**src/rtl/rr_mux_arbiter8.sv**
```systemverilog
// Round-robin arbiter sharing one 8:1 data mux between eight requesters,
// with a valid/ready output handshake and a per-grant burst limit.

module mux8x1 #(
  parameter int unsigned size = 8
) (
  input  logic [size*8-1:0] inputVal,
  input  logic [2:0]        sel,
  output logic [size-1:0]   y
);

  assign y = inputVal[sel*size +: size];

endmodule

module rr_mux_arbiter8 #(
  parameter int unsigned size     = 8,
  parameter int unsigned maxBurst = 4
) (
  input  logic              clk,
  input  logic              rst_n,
  input  logic [7:0]        req,
  input  logic [size*8-1:0] inputVal,
  input  logic              outReady,
  output logic [7:0]        gnt,
  output logic [2:0]        sel,
  output logic [size-1:0]   y,
  output logic              outValid,
  output logic              xfer
);

  typedef enum logic {IDLE, GRANT} state_t;

  localparam logic [7:0] LAST_BEAT = 8'(maxBurst - 1);

  state_t     r_state, w_state_nxt;
  logic [7:0] r_gnt, w_gnt_nxt;
  logic [2:0] r_sel, w_sel_nxt;
  logic [2:0] r_rrPtr, w_rrPtr_nxt;
  logic [7:0] r_beatCnt, w_beatCnt_nxt;

  logic       w_found;
  logic [2:0] w_win;
  logic [2:0] w_idx;
  logic       w_valid;
  logic       w_xfer;

  mux8x1 #(.size(size)) u_mux (
    .inputVal (inputVal),
    .sel      (r_sel),
    .y        (y)
  );

  assign w_valid  = (r_state == GRANT) && req[r_sel];
  assign w_xfer   = w_valid && outReady;
  assign outValid = w_valid;
  assign xfer     = w_xfer;
  assign gnt      = r_gnt;
  assign sel      = r_sel;

  // Priority search starting at rrPtr; 3-bit addition supplies the 7->0 wrap.
  always_comb begin
    w_found = 1'b0;
    w_win   = '0;
    w_idx   = '0;
    for (int unsigned k = 0; k < 8; k++) begin
      w_idx = r_rrPtr + 3'(k);
      if (!w_found && req[w_idx]) begin
        w_found = 1'b1;
        w_win   = w_idx;
      end
    end
  end

  always_comb begin
    w_state_nxt   = r_state;
    w_gnt_nxt     = r_gnt;
    w_sel_nxt     = r_sel;
    w_rrPtr_nxt   = r_rrPtr;
    w_beatCnt_nxt = r_beatCnt;
    unique case (r_state)
      IDLE: begin
        if (w_found) begin
          w_state_nxt   = GRANT;
          w_sel_nxt     = w_win;
          w_gnt_nxt     = 8'b1 << w_win;
          w_beatCnt_nxt = '0;
        end
      end
      GRANT: begin
        if (!req[r_sel] || (w_xfer && (r_beatCnt == LAST_BEAT))) begin
          w_state_nxt   = IDLE;
          w_gnt_nxt     = '0;
          w_rrPtr_nxt   = r_sel + 3'd1;
          w_beatCnt_nxt = '0;
        end else if (w_xfer) begin
          w_beatCnt_nxt = r_beatCnt + 8'd1;
        end
      end
      default: w_state_nxt = IDLE;
    endcase
  end

  always_ff @(posedge clk) begin
    if (!rst_n) begin
      r_state   <= IDLE;
      r_gnt     <= '0;
      r_sel     <= '0;
      r_rrPtr   <= '0;
      r_beatCnt <= '0;
    end else begin
      r_state   <= w_state_nxt;
      r_gnt     <= w_gnt_nxt;
      r_sel     <= w_sel_nxt;
      r_rrPtr   <= w_rrPtr_nxt;
      r_beatCnt <= w_beatCnt_nxt;
    end
  end

endmodule
```
**config.mk**
```make
export PLATFORM = sky130hd
export DESIGN_NAME = rr_mux_arbiter8
export DESIGN_NICKNAME = d
export VERILOG_FILES = /design/src/rtl/rr_mux_arbiter8.sv
export SDC_FILE = /design/constraint.sdc
export NUM_CORES = 1
export LEC_CHECK = 0
export CORE_MARGIN = 2
export CORE_UTILIZATION = 46
export DETAILED_ROUTE_END_ITERATION = 10
export PLACE_DENSITY = 0.81
export SLEW_MARGIN = 20
export SYNTH_ARGS = -nofsm -noshare
export SYNTH_HDL_FRONTEND = slang
export SYNTH_SLANG_ARGS = --single-unit
```
**constraint.sdc**
```tcl
create_clock -name clk -period 4.33 [get_ports clk]
set_input_delay 1.299 -clock clk [delete_from_list [all_inputs] [get_ports clk]]
set_output_delay 1.299 -clock clk [all_outputs]
set_load 0.05 [all_outputs]
```
==> flow_results.org <==
** Synth
- Syn nets :: 323
- Dominant synthesized flop cell :: dfxtp_1
- Portion of the post-synthesis area used by sequential elements :: 17.8%
- Number of synthesized flops with an enable pin :: 0
- Of all flip-flops after synthesis, the portion carrying an async set or reset was 0%.
- Warnings from Yosys :: 0
- Mean Syn Cell Area :: 10.6 sq um
- Count of state elements after synthesis :: 23
- In this run, distinct cell masters in the synthesized netlist total 58.
- Synthesis handed over a netlist of 244 instances.
- In this run the cell area of the synthesized design comes to 2590 sq um.

** STA
- Rel. slew slack :: 42.7%
- Final Max Tran Viols :: 0
- Worst path setup slack after routing :: 0.0946 ns
- Setup repair after global routing left no endpoint under its margin.
- The tightest hold path in the finished design has a slack of 0.472 ns.
- Slew at the pin closest to its max-slew limit :: 0.858 ns
- Adding up every negative setup slack in the final design gives 0 ns.
- The final critical path takes up 97.8% of the cycle.
- Achievable frequency :: 0.236 GHz
- The worst path in the final design needs a cycle of 4.24 ns, including I/O delays and setup.
- Final Hold Fails :: 0
- Final worst clock skew :: 0.00426 ns
- Setup violations remaining at the end of the flow were counted as 0.

** Worst setup path
- Setup slack, reg-to-reg :: 1.13 ns
- The worst setup path is launched from an input port.
- CP required :: 3.03 ns
- At the worst endpoint, the arrival time is 2.94 ns.
- Critical Path Source :: req[3]
- The number of cells on the worst reg-to-reg path is 9.
- Type of the setup path with the least slack :: input port to primary output
- Along the worst path, the maximum fanout reaches 3.
- R2R Path End :: gnt[5]
- STA classifies the critical path endpoint as a primary output.
- Startpoint of the worst register-to-register path :: r_rrPtr[0]

** Power and ir drop
- Of the total power, the share spent switching nets is 45.3%.
- Part of the total power dissipated in combinational logic :: 69.1%
- Of the total power, registers draw 20.1%.
- Pint :: 0.000685 W
- The clock network burns 10.7% of the power.
- Dividing total power by cell area gives a power density of 340 nW/um^2.
- Summed over all cells, the static leakage comes to 1.27 nW.
- Switching power :: 0.000566 W
- Worst ir drop on vdd :: 0.162 mV

** Clocking
- Maximum clock path buffer count :: 2
- Reg clk slew, reported paths :: 0.08 ns
- TritonCTS built the clock tree.
- At the later pin of the worst-skew pair, clock insertion delay measures 0.26 ns.
- CTS saw 23 sinks.
- Clock tree synthesis selected as its root buffer the cell clkbuf_8.
- Number of buffers created by CTS :: 3
- CTS built an H-tree with a depth of 1.
- Count of hold buffers inserted by post-cts repair :: 0

** Outcome
- The flow ran to the end, and the final reports show no timing, DRC or antenna violations.

** Min path
- The worst hold path terminates at gnt[1].
- Depth of the worst hold-timing path :: 1
- In this run the worst hold path is classified as register to register.
- The worst hold path begins at gnt[1].

** Cells and area
- The layout has 445 filler cells.
- FF/Latch Area :: 460 sq um
- From synthesis to final layout, the design area changed by 42.5%.
- Total non-filler cell area in the finished layout :: 3680 sq um
- After the last flow step, the layout net total stands at 423.
- The library cell used most frequently in the layout, excluding fill and tap cells, is clkdlybuf4s50_1.
- Ant diodes :: 0
- Leaving out fill and tap cells, the most frequent cells in the layout are clkdlybuf4s50_1, mux4_2, buf_4.
- The post-route netlist has 26.8% of its cells at a drive strength greater than 1.
- Summing all multi-input logic gate instances after layout gives 2030 sq um.
- Cells fill 67.3% of the core in the end.

** GRT
- The initial antenna violation count came to 0.
- The number of global-route vias before repair is 2,518.
- Global routing consumed, over all layers together, 24.4% of the routing resources.
- For this run the aggregate overflow at the end of global routing stands at 0.
- The first global-routing pass estimated 12.2 mm of wire.
- Entering global routing, the biggest net connects 22 pins.

** Routing
- The detail route stage leaves a number of antenna-violating nets equal to 0.
- Summing over every cut layer, the via total after detailed routing is 2,567.
- Sum of routed wire length over all layers :: 7.37 mm
- Detailed Routing Iterations Pass 1 :: 5
- After detailed routing, the number of vias per cell comes to 6.19.
- DRC violations left :: 0
- Starting DRT DRC Count :: 254
- Wire per inst :: 17.8 um

** Floorplanning
- Initial Utilization :: 47.3%
- Die Outline Area :: 6240 sq um
- In this run the core area contains 27 standard-cell rows.
- In this run the horizontal extent of the chip is 79.0 um.
- During I/O placement, the number of pins put on the boundary was 96.
- From bottom edge to top edge, the die measures 79.0 um.
- Area of the core region :: 5470 sq um

** Placement
- Buffers on Ports :: 95
- The wire-length estimate of the detail-placed layout is 5.99 mm.
- Setup WS pre-CTS :: 0.0194 ns
- The congestion estimate from routability-driven global placement came to 0.854.
- Post-detailed-placement cell area :: 3630 sq um

** Flow run
- Reported max-cap violation count :: 0
[worst max-delay path, cell delays in order]
cell             delay [ns]
clkdlybuf4s50_1        0.43
mux4_2                 0.49
mux2i_2                0.28
nor2b_2                0.09
and2_1                 0.16
buf_4                  0.18
[worst max-delay path by stage]
stage            to  cells after the start
3_5_place_dp   xfer                      6
5_1_grt        xfer                      6
6_report       xfer                      6
2_1_floorplan  xfer                      5
3_3_place_gp   xfer                      6
4_1_cts        xfer                      6
[sequential cells by signal (all words and copies together) (netlist names)]
register	count
gnt	8
r_beatCnt	8
r_rrPtr	3
sel	3
r_state	1
[final cells by class]
cell class	instances	area share [%]
multi-input cells	200	55.0
flip-flops and latches	23	12.5
well taps	72	2.44
inverters	7	0.713
clock buffers	3	1.12
repair buffers	109	28.0
clock inverters	1	0.204
[logic make-up after synthesis]
logic type               after synthesis  synth area share (%)
XOR/XNOR                              11                  4.31
AO/OA/AOI/OAI                         55                  16.3
adder cells (fa/ha/maj)                4                  1.94
AND/OR/NAND/NOR                       69                  14.1
flip-flops                            23                  17.8
buffers and inverters                 21                  4.02
multiplexers                          61                  41.6
[per-stage QoR]
| step | power [W] | cells |
|---|---|---|
| 6_report | 0.00125 | 415 |
| 5_1_grt | 0.00132 | 415 |
| 4_1_cts | 0.00125 | 415 |
| 3_5_place_dp | 0.00111 | 411 |
| 3_3_place_gp | 0.00110 | 411 |
| 2_1_floorplan | 0.000870 | 244 |
[power by group through the flow]
stage | sequential, W | combinational (W) | clock, W
2_1_floorplan | 0.000297 | 0.000573 | 0
3_3_place_gp | 0.000257 | 0.000839 | 0
3_5_place_dp | 0.000257 | 0.000857 | 0
4_1_cts | 0.000252 | 0.000860 | 0.000137
5_1_grt | 0.000255 | 0.000920 | 0.000144
6_report | 0.000252 | 0.000865 | 0.000134
[synth_stat cells (all sizes together), types with 5 or more instances]
| cell type | n | area share, % |
|---|---|---|
| mux4 | 34 | 30 |
| dfxtp | 23 | 18 |
| nand2 | 21 | 3.0 |
| nor2 | 16 | 2.4 |
| mux2 | 15 | 6.7 |
| o21ai | 13 | 2.5 |
| mux2i | 12 | 5.3 |
| buf | 10 | 2.4 |
| a32o | 9 | 3.5 |
| xor2 | 9 | 3.6 |
| a21oi | 8 | 1.5 |
| inv | 7 | 1.0 |
| and2 | 5 | 1.2 |
| nand3 | 5 | 0.97 |
[what timing repair did]
item / in CTS / in global routing
buffers inserted: 0 / 0
endpoints found under the hold margin: 0 / 0
endpoints found under the setup margin: 0 / 1
resized for setup: 0 / 1
[routing by layer]
layer | global-route usage (%) | vias to the layer above | share of wire [%]
met5 | 0 | - | 0
met1 | 29.6 | 1250 | 38
li1 | - | 1176 | -
met2 | 45.0 | 133 | 52
met3 | 5.11 | 8 | 8.4
met4 | 3.79 | 0 | 1.0
(Power assumes the default switching activity.)
